`config.mk`:
```
export PLATFORM = sky130hd
export DESIGN_NAME = uart_tx
export DESIGN_NICKNAME = d
export VERILOG_FILES = /design/src/rtl/uart_pkg.sv /design/src/rtl/uart_tick_detect.sv /design/src/rtl/uart_tx.sv
export SDC_FILE = /design/constraint.sdc
export NUM_CORES = 1
export LEC_CHECK = 0
export ABC_AREA = 1
export CAP_MARGIN = 20
export CORE_MARGIN = 2
export CORE_UTILIZATION = 54
export CTS_CLUSTER_SIZE = 40
export DETAILED_ROUTE_END_ITERATION = 10
export DONT_BUFFER_PORTS = 1
export PLACE_DENSITY = 0.69
export SYNTH_ARGS = -nofsm -noshare
export SYNTH_HDL_FRONTEND = slang
export SYNTH_HIERARCHICAL = 1
export SYNTH_SLANG_ARGS = --single-unit
```
`constraint.sdc`:
```
create_clock -name i_clk -period 1.2 [get_ports i_clk]
set_input_delay 0.24 -clock i_clk [delete_from_list [all_inputs] [get_ports i_clk]]
set_output_delay 0.24 -clock i_clk [all_outputs]
set_load 0.02 [all_outputs]
```
`src/rtl/uart_pkg.sv`:
```
// Shared UART definitions: transmitter FSM states, parity modes and the parity helper.
// Intended for reuse by the receiver as well.
package uart_pkg;

  typedef enum logic [2:0] {
    IDLE,
    WAIT,
    START,
    DATA,
    PAR,
    STOP
  } tx_state_t;

  localparam int PARITY_NONE = 0;
  localparam int PARITY_EVEN = 1;
  localparam int PARITY_ODD  = 2;

  // Callers zero-extend narrower words; the extra zeros do not change the XOR.
  function automatic logic parity_bit(input logic [8:0] word, input int parity);
    return (parity == PARITY_ODD) ? ~(^word) : ^word;
  endfunction

endpackage

```
`src/rtl/uart_tick_detect.sv`:
```
// Rising-edge detector turning the divided baud clock into a one-cycle tick.
// A tick fires in the first i_clk cycle that i_baud is seen high.
module uart_tick_detect (
  input  logic i_clk,
  input  logic i_rst,
  input  logic i_baud,
  output logic o_tick
);

  logic baud_q;

  // NOTE: sequential state uses non-blocking assignments so every register samples pre-edge values.
  always_ff @(posedge i_clk or posedge i_rst) begin
    if (i_rst) baud_q <= 1'b0;
    else       baud_q <= i_baud;
  end

  assign o_tick = i_baud & ~baud_q;

endmodule

```
`src/rtl/uart_tx.sv`:
```
// UART transmitter: start bit, LSB-first data, optional parity, stop bit(s).
// Every bit boundary follows a baud tick by one cycle; o_tx comes straight from a register.
module uart_tx
  import uart_pkg::*;
#(
  parameter int DATA_BITS = 8,
  parameter int STOP_BITS = 1,
  parameter int PARITY    = PARITY_NONE
) (
  input  logic                 i_clk,
  input  logic                 i_rst,
  input  logic                 i_baud,
  input  logic [DATA_BITS-1:0] i_data,
  input  logic                 i_valid,
  output logic                 o_ready,
  output logic                 o_tx,
  output logic                 o_busy,
  output logic                 o_done
);

  localparam int                CW        = $clog2(DATA_BITS);
  localparam logic [CW-1:0]     LAST_BIT  = CW'(DATA_BITS - 1);
  localparam logic              STOP_LAST = 1'(STOP_BITS - 1);

  tx_state_t            state_q, state_d;
  logic [DATA_BITS-1:0] sh_q, sh_d;
  logic [CW-1:0]        bit_cnt_q, bit_cnt_d;
  logic                 stop_cnt_q, stop_cnt_d;
  logic                 par_q, par_d;
  logic                 tx_q, tx_d;
  logic                 done_q, done_d;
  logic                 tick;

  uart_tick_detect u_tick (
    .i_clk  (i_clk),
    .i_rst  (i_rst),
    .i_baud (i_baud),
    .o_tick (tick)
  );

  always_comb begin
    // NOTE: every output of this block gets a default first, so no path can infer a latch.
    state_d    = state_q;
    sh_d       = sh_q;
    bit_cnt_d  = bit_cnt_q;
    stop_cnt_d = stop_cnt_q;
    par_d      = par_q;
    tx_d       = tx_q;
    done_d     = 1'b0;

    case (state_q)
      IDLE: begin
        tx_d = 1'b1;
        // A tick coinciding with accept is deliberately ignored; WAIT needs a later one.
        if (i_valid) begin
          sh_d    = i_data;
          par_d   = parity_bit(9'(i_data), PARITY);
          state_d = WAIT;
        end
      end
      WAIT: if (tick) begin
        tx_d    = 1'b0;
        state_d = START;
      end
      START: if (tick) begin
        tx_d      = sh_q[0];
        bit_cnt_d = '0;
        state_d   = DATA;
      end
      DATA: if (tick) begin
        if (bit_cnt_q == LAST_BIT) begin
          stop_cnt_d = 1'b0;
          if (PARITY != PARITY_NONE) begin
            tx_d    = par_q;
            state_d = PAR;
          end else begin
            tx_d    = 1'b1;
            state_d = STOP;
          end
        end else begin
          sh_d      = sh_q >> 1;
          tx_d      = sh_q[1];
          bit_cnt_d = bit_cnt_q + CW'(1);
        end
      end
      PAR: if (tick) begin
        tx_d       = 1'b1;
        stop_cnt_d = 1'b0;
        state_d    = STOP;
      end
      STOP: if (tick) begin
        if (stop_cnt_q == STOP_LAST) begin
          done_d  = 1'b1;
          state_d = IDLE;
        end else begin
          stop_cnt_d = stop_cnt_q + 1'b1;
        end
      end
      default: state_d = IDLE;
    endcase
  end

  // NOTE: the shift register is reset with the counters so no X can ever reach o_tx.
  always_ff @(posedge i_clk or posedge i_rst) begin
    if (i_rst) begin
      state_q    <= IDLE;
      sh_q       <= '0;
      bit_cnt_q  <= '0;
      stop_cnt_q <= 1'b0;
      par_q      <= 1'b0;
      tx_q       <= 1'b1;
      done_q     <= 1'b0;
    end else begin
      state_q    <= state_d;
      sh_q       <= sh_d;
      bit_cnt_q  <= bit_cnt_d;
      stop_cnt_q <= stop_cnt_d;
      par_q      <= par_d;
      tx_q       <= tx_d;
      done_q     <= done_d;
    end
  end

  assign o_ready = (state_q == IDLE);
  assign o_busy  = (state_q != IDLE);
  assign o_tx    = tx_q;
  assign o_done  = done_q;

endmodule
```
==> results by group, run 1 <==
Worst setup path
  – Critical Path Source: state_q[1]
  – Worst flop-to-flop path endpoint: sh_q[0]
  – Crit. End Element: primary output
  – RR Startpoint: bit_cnt_q[0]
  – CP max FO: 3
  – Critical path required time: 960 ps
  – Reg2reg path depth: 8
  – Critical Path Source Type: flop
  – R2R setup slack: -140 ps
  – Crit path to: o_busy
  – Critical Path AT: 1100 ps
  – Critical setup path kind: reg -> out

Synth
  – Post-synth top area cell: dfrtp_1
  – Yosys top cell area share: 40.7%
  – Synthesized net count: 141
  – Post-synth cell types: 23
  – Syn Area/Cell: 7.74 µm²
  – Yosys warns: 6
  – Register area share after synthesis: 43.4%
  – Gate Count Post-Synth: 127
  – Synthesized cell area: 983 µm²
  – Synth area leaders: dfrtp_1, nand2_1, nand3_1, o21ai_0, nand2_2
  – Seq cells post-synth: 17

Drt
  – Initial detailed-routing violation count: 18
  – Drt drc: 0
  – Total number of vias: 920
  – Vias per cell: 5.26
  – WL/cell: 13.1 µm
  – Initial DRT Pass Iterations: 4
  – Antenna viol nets, final: 0
  – Post-Route WL: 2290 µm

Placed design
  – Placer Congestion: 0.795
  – HPWL after DPL: 1470 µm
  – Setup slack at placement: -122 ps
  – Port bufs: 0

Die
  – Die height: 46.7 µm
  – I/O pin count: 16
  – Core Footprint: 1730 µm²
  – Die W: 46.7 µm
  – Starting density of the core: 57.0%
  – Die ar.: 2180 µm²
  – Rows: 15

Final layout
  – Layout cells sized above 1: 36.0%
  – ANT cells: 0
  – Commonest cells after routing, fill and taps aside: nand2_1, dfrtp_1, nand3_1, buf_4
  – Area grow syn2layout: 34.9%
  – Nets@finish: 165
  – Leading cell type in the layout, fill and taps excluded: nand2_1

STA
  – Final hold slack: 87.0 ps
  – Setup violators final: 17
  – Worst slew margin: 84.3%
  – Hold Fails Final Rpt: 0
  – Worst-Margin Slew: 236 ps
  – PnR worst setup slack: -145 ps
  – Fin crit share: 112%
  – Pins Over Slew Limit: 0
  – FMAX: 744 MHz
  – Clock Skews: 5.31 ps
  – Crit path time final: 1340 ps
  – Unrepaired setup endpoints after global routing: true

Power and ir drop
  – Max VDD drop: 1870 µV
  – Seq pwr share: 29.0%
  – Final Power: 3.51 mW
  – Net Sw Frac: 46.9%
  – Comb power frac: 62.0%
  – P_sw: 1.65 mW
  – PD cells: 2650 nW/µm²
  – Clock power frac: 9.1%
  – Leak: 0.686 nW
  – Cell Int Power: 1.86 mW

Hold path
  – Worst Hold Class: in -> reg

Global routing
  – Vias in the first global route: 901
  – First-pass GRT wire length: 3890 µm
  – Antenna violations before repair: 0
  – Gr ovfl total: 0
  – Pin count of the biggest net entering global routing: 17
  – Tot GR Track Use: 26.1%

CTS
  – CTS Buf Count: 3
  – H-Tree Depth: 1
  – Clk_lat worst skew: 300 ps
  – CTS tree: built
  – Clock Sinks: 17
  – Max Root-Sink Buffers: 2
  – CTS root buf: clkbuf_4
  – Reg clk slew, reported paths: 100 ps

Job
  – Maxcap violations: 0

Status
  – Status: finished, violations left
  – Failing checks: setup timing
-- stage by stage --
step / cells / area [µm²] / TNS, ps / util (%)
after floorplan: 127 / 1030 / -116 / -
after global placement: 161 / 1120 / -1090 / 65.1
after detailed placement: 161 / 1120 / -1420 / 65.1
after CTS: 174 / 1290 / -1720 / 74.9
after global routing: 175 / 1330 / -2890 / 76.8
final: 175 / 1330 / -1990 / 76.8
-- cell type report --
cell class | count | area [µm²]
Clock buffer | 3 | 22.5
Clock inverter | 1 | 5.00
Fill cell | 121 | 400
Inverter | 11 | 61.3
Multi-Input combinational cell | 99 | 601
Sequential cell | 17 | 430
Tap cell | 25 | 31.3
Timing Repair Buffer | 19 | 175
-- power groups by stage --
stage	clock, mW	combinational [mW]	sequential [mW]
after floorplan	0	1.28	0.998
after global placement	0	1.61	1.02
after detailed placement	0	1.64	1.03
after CTS	0.330	2.03	1.01
after global routing	0.357	2.42	1.04
final	0.318	2.18	1.02
-- registers in the layout, summed over array words and instances (netlist names) --
| register | cells |
|---|---|
| sh_q | 8 |
| bit_cnt_q | 3 |
| state_q | 3 |
| o_done | 1 |
| o_tx | 1 |
| u_tick/baud_q | 1 |
-- metal layers --
metal / share of wire (%) / vias to the layer above / global-route usage [%]
li1: - / 462 / -
met1: 42 / 432 / 28.6
met2: 52 / 20 / 46.9
met3: 3.4 / 6 / 5.88
met4: 2.1 / 0 / 12.2
met5: 0 / - / 0
-- cells in the mapped netlist --
| cell type | count |
|---|---|
| nand2_1 | 53 |
| dfrtp_1 | 16 |
| nand3_1 | 12 |
| inv_1 | 8 |
| o21ai_0 | 8 |
| nand2_2 | 5 |
| nand4_1 | 4 |
| ha_1 | 2 |
| inv_2 | 2 |
| nor2_1 | 2 |
| nor2_2 | 2 |
| o21ai_1 | 2 |
| buf_6 | 1 |
| dfstp_2 | 1 |
| inv_4 | 1 |
| nand2_4 | 1 |
| nand2_8 | 1 |
| nand3_2 | 1 |
| nand3b_4 | 1 |
| nor2_4 | 1 |
| nor3_1 | 1 |
| o31ai_1 | 1 |
| or2_2 | 1 |
-- worst max-delay path, cell delays in order (launching register included) --
cell and delay, ps:
dfrtp_2 450, nor2_4 140, nand2_4 80, buf_6 130
-- timing repair --
item                       4_1_cts  5_1_grt
cloned                           0        1
resized for setup               17       11
setup buffers                    7        1
hold endpoints to repair        17        0
setup endpoints to repair       17       17
pin swaps                        8        6
hold buffers                     2        0
-- cell families (layout without fill, tap and decap cells) --
| family | after synthesis | after routing | synth area share (%) |
|---|---|---|---|
| AOI/OAI and AO/OA | 11 | 11 | 5.85 |
| DFF | 17 | 17 | 43.4 |
| adders and majority gates | 2 | 2 | 2.54 |
| and+or+nand+nor | 85 | 86 | 42.6 |
| buffers and inverters | 12 | 34 | 5.60 |
-- worst min-delay path by stage --
stage,slack (ps),end,cells past startpoint,startpoint
2_1_floorplan,-30,u_tick/baud_q,1,i_rst
3_3_place_gp,-30,u_tick/baud_q,1,i_rst
3_5_place_dp,-30,u_tick/baud_q,1,i_rst
4_1_cts,90,sh_q[7],2,i_data[7]
5_1_grt,90,sh_q[7],2,i_data[7]
6_report,90,sh_q[7],2,i_data[7]
(Power assumes the default switching activity.)
==> run 2, diff against run 1 <==
Settings changed: CORE_UTILIZATION 54 to 60, PLACE_DENSITY 0.69 to 0.73.
Clock period 1.2 ns to 1.4 ns, I/O delays scaled along.
==> results by group, run 2 (synthesis results as in run 1) <==
Power and ir drop
  – Final Power: 2.79 mW (was 3.51 mW)
  – PD cells: 2320 nW/µm² (was 2650 nW/µm²)
  – Max VDD drop: 1540 µV (was 1870 µV)
  – Leak: 0.636 nW (was 0.686 nW)

Worst setup path
  – Crit. End Element: primary output (unchanged)
  – R2R setup slack: 30 ps (was -140 ps)
  – Critical Path Source Type: flop (unchanged)
  – Critical path required time: 1120 ps (was 960 ps)
  – Peak per-stage delay on the critical path: 460 ps (was 450 ps)
  – Reg2reg path depth: 9 (was 8)
  – Critical path's slowest cell: dfrtp_2 (unchanged)
  – RR Startpoint: state_q[0] (was bit_cnt_q[0])
  – CP Cell Sequence: nor2_4 -> nand2_4 -> buf_6 (unchanged)
  – Critical path depth in cells: 3 (unchanged)
  – Critical Path AT: 1120 ps (was 1100 ps)
  – CP max FO: 4 (was 3)
  – WP buf/inv: 1 (unchanged)
  – Critical setup path kind: reg -> out (unchanged)
  – Worst flop-to-flop path endpoint: sh_q[7] (was sh_q[0])
  – Crit path max-delay family: flip-flops (unchanged)

Drt
  – Drt drc: 0 (unchanged)
  – Initial detailed-routing violation count: 43 (was 18)
  – Vias per cell: 5.62 (was 5.26)
  – Initial DRT Pass Iterations: 5 (was 4)
  – Routed wl met2: 1110 µm (was 1190 µm)
  – Met1 wire length: 1020 µm (was 971 µm)
  – Post-Route WL: 2320 µm (was 2290 µm)
  – Antenna viol nets, final: 0 (unchanged)
  – WL/cell: 14.3 µm (was 13.1 µm)
  – Total number of vias: 910 (was 920)
  – Met3 wire len: 133 µm (was 79 µm)
  – DR top layer: met4 (unchanged)

CTS
  – Clk_lat worst skew: 290 ps (was 300 ps)
  – H-Tree Depth: 1 (unchanged)
  – Clock Sinks: 17 (unchanged)
  – CTS Buf Count: 3 (unchanged)
  – CTS root buf: clkbuf_4 (unchanged)
  – CTS tree: built (unchanged)
  – Reg clk slew, reported paths: 100 ps (about the same)
  – Max Root-Sink Buffers: 2 (unchanged)

Die
  – Die height: 44.5 µm (was 46.7 µm)
  – Core Footprint: 1520 µm² (was 1730 µm²)
  – Die W: 44.5 µm (was 46.7 µm)
  – Rows: 14 (was 15)
  – Starting density of the core: 64.5% (was 57.0%)
  – I/O pin count: 16 (unchanged)
  – Die ar.: 1980 µm² (was 2180 µm²)

Global routing
  – First-pass GRT wire length: 3260 µm (was 3890 µm)
  – Gr ovfl total: 0 (unchanged)
  – Vias in the first global route: 733 (was 901)
  – Antenna violations before repair: 0 (unchanged)
  – Pin count of the biggest net entering global routing: 17 (unchanged)
  – Tot GR Track Use: 23.3% (was 26.1%)

Final layout
  – Nets@finish: 161 (was 165)
  – Register area: 430 µm² (unchanged)
  – ANT cells: 0 (unchanged)
  – Non-filler instance count after layout: 162 (was 175)
  – Commonest cells after routing, fill and taps aside: nand2_1, dfrtp_1, nand3_1, buf_4, o21ai_0 (was nand2_1, dfrtp_1, nand3_1, buf_4)
  – Max FFs per register: 8 (unchanged)
  – Final core utilization: 78.7% (was 76.8%)
  – Layout cells sized above 1: 28.8% (was 36.0%)
  – Area of the multi-input gates: 551 µm² (was 601 µm²)
  – Largest regs: sh_q (8), bit_cnt_q (3), state_q (3) (unchanged)
  – Fill count: 108 (was 121)
  – Area grow syn2layout: 22.0% (was 34.9%)
  – Leading cell type in the layout, fill and taps excluded: nand2_1 (unchanged)
  – Biggest register: sh_q (unchanged)

STA
  – Fin crit share: 100%
  – Worst-Margin Slew: 603 ps (was 236 ps)
  – Hold Fails Final Rpt: 0 (unchanged)
  – Setup violators final: 1 (was 17)
  – Clock Skews: 0.426 ps (was 5.31 ps)
  – Crit path time final: 1400 ps
  – FMAX: 714 MHz
  – Pins Over Slew Limit: 0 (unchanged)
  – Unrepaired setup endpoints after global routing: true (unchanged)
  – Final setup TNS: -0.811 ps (was -1990 ps)
  – Worst slew margin: 59.7% (was 84.3%)
  – PnR worst setup slack: -0.811 ps (was -145 ps)

Placed design
  – HPWL after DPL: 1420 µm (was 1470 µm)
  – Port bufs: 0 (unchanged)
  – Placer Congestion: 0.799 (was 0.795)
  – Placed cells: 146 (was 161)

Status
  – Failing checks: setup timing (unchanged)
  – Status: finished, violations left (unchanged)

Hold path
  – Hold wc startpoint: i_data[7] (unchanged)
  – Worst Hold Class: in -> reg (unchanged)
  – WHS Endpoint: sh_q[7] (unchanged)
  – Cells on Worst Hold Path: 2 (unchanged)

Job
  – Maxcap violations: 0 (unchanged)
## run 2: final cells by class
| class | instances | area share, % |
|---|---|---|
| multi-input cells | 99 | 45.9 |
| repair buffers | 15 | 10.1 |
| well taps | 16 | 1.67 |
| flip-flops and latches | 17 | 35.9 |
| inverters | 11 | 4.28 |
| clock buffers | 4 | 2.19 |
## run 2: worst max-delay path by stage
stage	from	slack (ps)	endpoint
2_1_floorplan	state_q[0]	90	o_ready
3_3_place_gp	bit_cnt_q[0]	7	bit_cnt_q[0]
3_5_place_dp	bit_cnt_q[0]	-30	sh_q[7]
4_1_cts	state_q[2]	-40	o_busy
5_1_grt	state_q[0]	-30	o_busy
6_report	state_q[0]	-0.8	o_busy
## run 2: what timing repair did
action	in CTS	in global routing
hold buffers	1	1
cloned	0	1
gates resized for setup	8	10
pin swaps	1	5
hold endpoints to repair	16	1
setup endpoints to repair	14	16
buffers inserted	1	8
## run 2: where the power goes
group	switching (mW)	leakage, nW	internal, mW
logic	0.992	0.411	0.647
clock network	0.154	0.0150	0.111
registers	0.175	0.210	0.707
total	1.32	0.636	1.47
## run 2: layer usage
metal	vias up	global-route usage [%]
li1	451	-
met1	402	33.2
met2	46	32.8
met3	11	4.08
met4	0	13.9
met5	-	0
## run 2: through the flow
stage / worst slack, ps / area (µm²) / hold slack [ps]
floorplan: 93.2 / 983 / 8.71
global placement: 6.80 / 1020 / 10.6
detailed placement: -27.8 / 1020 / 10.7
CTS: -40.5 / 1080 / 5.61
global route: -34.8 / 1200 / 150
finish: -0.811 / 1200 / 141
==> patch 1 (config.mk and constraints of run 2) <==
Encoding of `tx_state_t`: now Gray code (3 bits for 6 states).
--- a/src/rtl/uart_pkg.sv
+++ b/src/rtl/uart_pkg.sv
@@ -3,12 +3,12 @@
 package uart_pkg;
 
   typedef enum logic [2:0] {
-    IDLE,
-    WAIT,
-    START,
-    DATA,
-    PAR,
-    STOP
+    IDLE  = 3'b000,
+    WAIT  = 3'b001,
+    START = 3'b011,
+    DATA  = 3'b010,
+    PAR   = 3'b110,
+    STOP  = 3'b111
   } tx_state_t;
 
   localparam int PARITY_NONE = 0;
Behaviour: no difference found for any inputs over 10 cycles, from zero or initial values and one cycle with i_rst high; not proved beyond that.
==> patch 1 against run 2 <==
The flow still finishes with violations (setup timing). Via count shrank 4.3%. Die area is 6.6% higher. Cell area grew 9.5%. Core utilization shrank 0.96 points. Setup slack lost 0.057 ns. Global-route usage down 1.9 points. Synthesized cell count is 2.4% higher. Synthesized area is 7.3% higher. First-iteration DRC count fell by 53%. Non-clock buffer count increased by 4. Sequential share of layout area down 3.2 points. Sequential cell count unchanged. Power rose by 16%. Highest routed layer unchanged. Routed wire length down 5.7%. Critical endpoint is now state_q[2].
==> patch 1: results (changes against run 2) <==
outcome=finished with violations (unchanged); failing checks=setup timing (unchanged); maximum clock path buffer count=2 (unchanged); syn nets=144 (was 141); final cell count without fillers=166 (was 162); Worst-Skew Late Latency=0.27 ns (was 0.29 ns); Hold EP=u_tick/baud_q (was sh_q[7]); clock skew=0.002940 ns (was 0.0004259 ns); number of global-route vias before repair=784 (was 733); Largest regs=sh_q x8, bit_cnt_q x3, state_q x2 (was sh_q x8, bit_cnt_q x3, state_q x3); share of cells above drive strength 1=45.64% (was 28.77%); total number of vias=871 (was 910); FFs w/ async S/R, synth=100.0% (unchanged); hpwl dp=1480 um (was 1418 um); FILL cells=124 (was 108); VDD IR max=1.616 mV (was 1.544 mV); PnR worst setup slack=-0.05779 ns (was -0.0008114 ns); Max-slew headroom=58.58% (was 59.74%); Clock transition at path regs=0.09 ns; DR iter-0 viols=20 (was 43); hold wc startpoint=i_baud (was i_data[7]); Crit Reg-Reg Endpoint=state_q[2] (was sh_q[7]); layout net count=164 (was 161); TritonRoute pass-1 iters=4 (was 5); final wirelength=2185 um (was 2317 um); GR Util All Layers=21.45% (was 23.32%); family with the most delay on the worst path=simple AND/OR/NAND/NOR gates (was flip-flops); final setup violation count=10 (was 1); routability cong.=0.8985 (was 0.7987); commonest cells in the synthesized netlist=nand2_1, dfrtp_1, inv_1, o21ai_0, nand3_1 (was nand2_1, dfrtp_1, nand3_1, inv_1, o21ai_0); Max FO, Critical Path=3 (was 4); Crit path arrival time=1.66 ns (was 1.12 ns); Leak=0.6485 nW (was 0.6363 nW)
-- patch 1: worst max path at each step --
| stage | startpoint | depth (start not counted) | slack (ns) | endpoint |
|---|---|---|---|---|
| 6_report | state_q[0] | 9 | -0.06 | state_q[2] |
| 2_1_floorplan | bit_cnt_q[0] | 5 | 0.002 | bit_cnt_q[0] |
| 5_1_grt | state_q[0] | 8 | -0.12 | state_q[0] |
| 3_3_place_gp | register | 8 | -0.005 | sh_q[5] |
| 4_1_cts | bit_cnt_q[1] | 9 | -0.02 | sh_q[1] |
| 3_5_place_dp | bit_cnt_q[0] | 9 | -0.05 | sh_q[6] |
-- patch 1: power breakdown --
part	total (mW)	switching [mW]	internal [mW]
clock network	0.246	0.136	0.110
logic	2.10	1.23	0.870
registers	0.890	0.166	0.724
total	3.24	1.54	1.70
-- patch 1: kinds of logic after synthesis --
| logic type | after synthesis | synth area share, % |
|---|---|---|
| AO/OA/AOI/OAI | 25 | 14.95 |
| buffers and inverters | 24 | 11.51 |
| adder cells (fa/ha/maj) | 2 | 2.372 |
| flip-flops | 17 | 40.45 |
| AND/OR/NAND/NOR | 62 | 30.72 |
-- patch 1: layer usage --
layer	track usage, %	vias to the layer above	routed length [um]
met3	2.381	4	58
met2	39.17	17	1196
met5	0	-	0
met4	5.143	0	21
met1	26.49	398	909
li1	-	452	-
-- patch 1: what timing repair did --
item                                   4_1_cts  5_1_grt
setup buffers                                6        0
pin swaps                                    5        3
setup endpoints to repair                   15       16
cloned                                       0        0
endpoints found under the hold margin       16        0
hold buffers                                 1        0
gates resized for setup                     12       25
-- patch 1: area by class of cell --
class,count,area share [%]
Tap cell,17,1.619
Sequential cell,17,32.67
Timing Repair Buffer,19,11.90
Clock buffer,4,2.000
Multi-Input combinational cell,89,44.76
Inverter,20,7.048
-- patch 1: per-stage QoR --
step | cell area (um^2) | setup WS (ns) | hold WS [ns] | TNS, ns
detailed placement | 1145 | -0.04957 | 0.01162 | -0.3789
CTS | 1250 | -0.02486 | 0.01859 | -0.1589
floorplan | 1075 | 0.002290 | 0.008714 | 0
global route | 1314 | -0.1218 | 0.0001936 | -1.255
global placement | 1145 | -0.005026 | 0.009684 | -0.01104
finish | 1314 | -0.05779 | 0.02762 | -0.1737
==> patch 2 (config.mk and constraints of run 2) <==
Without the edit above. `DATA_BITS`: 8 -> 16.
--- a/src/rtl/uart_tx.sv
+++ b/src/rtl/uart_tx.sv
@@ -3,7 +3,7 @@
 module uart_tx
   import uart_pkg::*;
 #(
-  parameter int DATA_BITS = 8,
+  parameter int DATA_BITS = 16,
   parameter int STOP_BITS = 1,
   parameter int PARITY    = PARITY_NONE
 ) (
Interface: changed (resized i_data); port bits go from 16 to 24. No check against the original RTL was run, so the function may have changed too.
==> patch 2 against run 2 <==
The flow still finishes with violations (setup timing). Clock skew up 0.0093 ns. Routed wire length is 69% higher. Power up 75%. Via count rose by 56%. Sequential share of layout area shrank 2.9 points. Cell area grew 65%. Fmax fell by 4.5%. Global-route usage rose by 3.8 points. Setup slack got worse by 0.066 ns. Core utilization increased by 3.5 points. Register-to-register slack got worse by 0.096 ns. Synthesized area rose by 52%. Sequential cell count rose by 9. Non-clock buffer count grew 16. Critical path type is now reg -> reg.
==> patch 2: results (changes against run 2) <==
failing checks=setup timing (unchanged); Crit path arrival time=1.69 ns (was 1.12 ns); final wirelength=3907 um (was 2317 um); dpl cell area=0.001612 mm^2 (was 0.001022 mm^2); global-route wire length before repair=5664 um (was 3263 um); Leak=1.039 nW (was 0.6363 nW); Max-slew headroom=77.87% (was 59.74%); clock skew=0.009764 ns (was 0.0004259 ns); clk pwr=0.344 mW (was 0.265 mW); final setup violation count=17 (was 1); outcome=finished with violations (unchanged); Design Power=4.884 mW (was 2.786 mW); post-synthesis sequential area ratio=43.56% (was 43.38%); Cells after Synth=199 (was 127); Max FO, Critical Path=8 (was 4); commonest cells in the synthesized netlist=nand2_1, dfrtp_1, nand2_2, inv_1 (was nand2_1, dfrtp_1, nand3_1, inv_1, o21ai_0); routability cong.=0.7439 (was 0.7987); Inst Count DP=238 (was 146); synth top area cells=dfrtp_1, nand2_1, nand2_2, buf_4, inv_1 (was dfrtp_1, nand2_1, nand3_1, o21ai_0, nand2_2); DR iter-0 viols=32 (was 43); TritonRoute pass-1 iters=4 (was 5); setup TNS=-0.8252 ns (was -0.0008114 ns); VDD IR max=1.803 mV (was 1.544 mV); share of cells above drive strength 1=40.79% (was 28.77%); distinct cell type count after synthesis=27 (was 23); PnR worst setup slack=-0.06633 ns (was -0.0008114 ns)
==> patch 2: changes by cell type in the layout (fill, tap and decap cells not counted), sizes merged, moves of 2 or more <==
cell and delta:
buf +15, dfrtp +9, nand2 +60, nand3 -5, nor2 +2, o21ai -2
==> patch 2: worst paths after layout <==
kind	start	to	slack, ns
max	state_q[0]	sh_q[13]	-0.07
min	i_data[15]	sh_q[15]	0.10
max reg2reg	state_q[0]	sh_q[13]	-0.07
min reg2reg	sh_q[9]	sh_q[9]	0.49
max in group asynchronous	i_rst	o_tx	0.64
min in group asynchronous	i_rst	u_tick/baud_q	0.24
==> patch 2: timing repair <==
action                     CTS  global route
pin swaps                    6            16
setup buffers               11             1
hold endpoints to repair    26             0
gates cloned                 1             1
hold buffers                 2             0
gates resized for setup     11            49
setup endpoints to repair    6            26
==> patch 2: cells by family (layout without fill, tap and decap cells) <==
| kind of cell | Yosys count | after routing | synth area share (%) |
|---|---|---|---|
| xor gates and xnor gates | 1 | 1 | 0.5854 |
| buffers and inverters | 18 | 46 | 6.939 |
| AOI/OAI and AO/OA | 11 | 11 | 4.013 |
| and+or+nand+nor | 142 | 143 | 44.06 |
| adders and majority gates | 1 | 1 | 0.8360 |
| DFF | 26 | 26 | 43.56 |
==> patch 2: cell type report <==
cell class                 instances  area [um^2]
timing repair buffer              31        310.3
sequential                        26        653.1
fill                             162        427.9
tap                               30        37.54
clock buffer                       4        26.28
multi-input combinational        156        900.9
inverter                          11        53.80
==> patch 2: per-layer routing <==
metal	vias to the layer above	track usage, %	part of all wire (%)
li1	679	-	-
met1	680	33.16	40
met2	45	47.76	54
met3	14	4.444	4.5
met4	0	9.402	1.8
met5	-	0	0
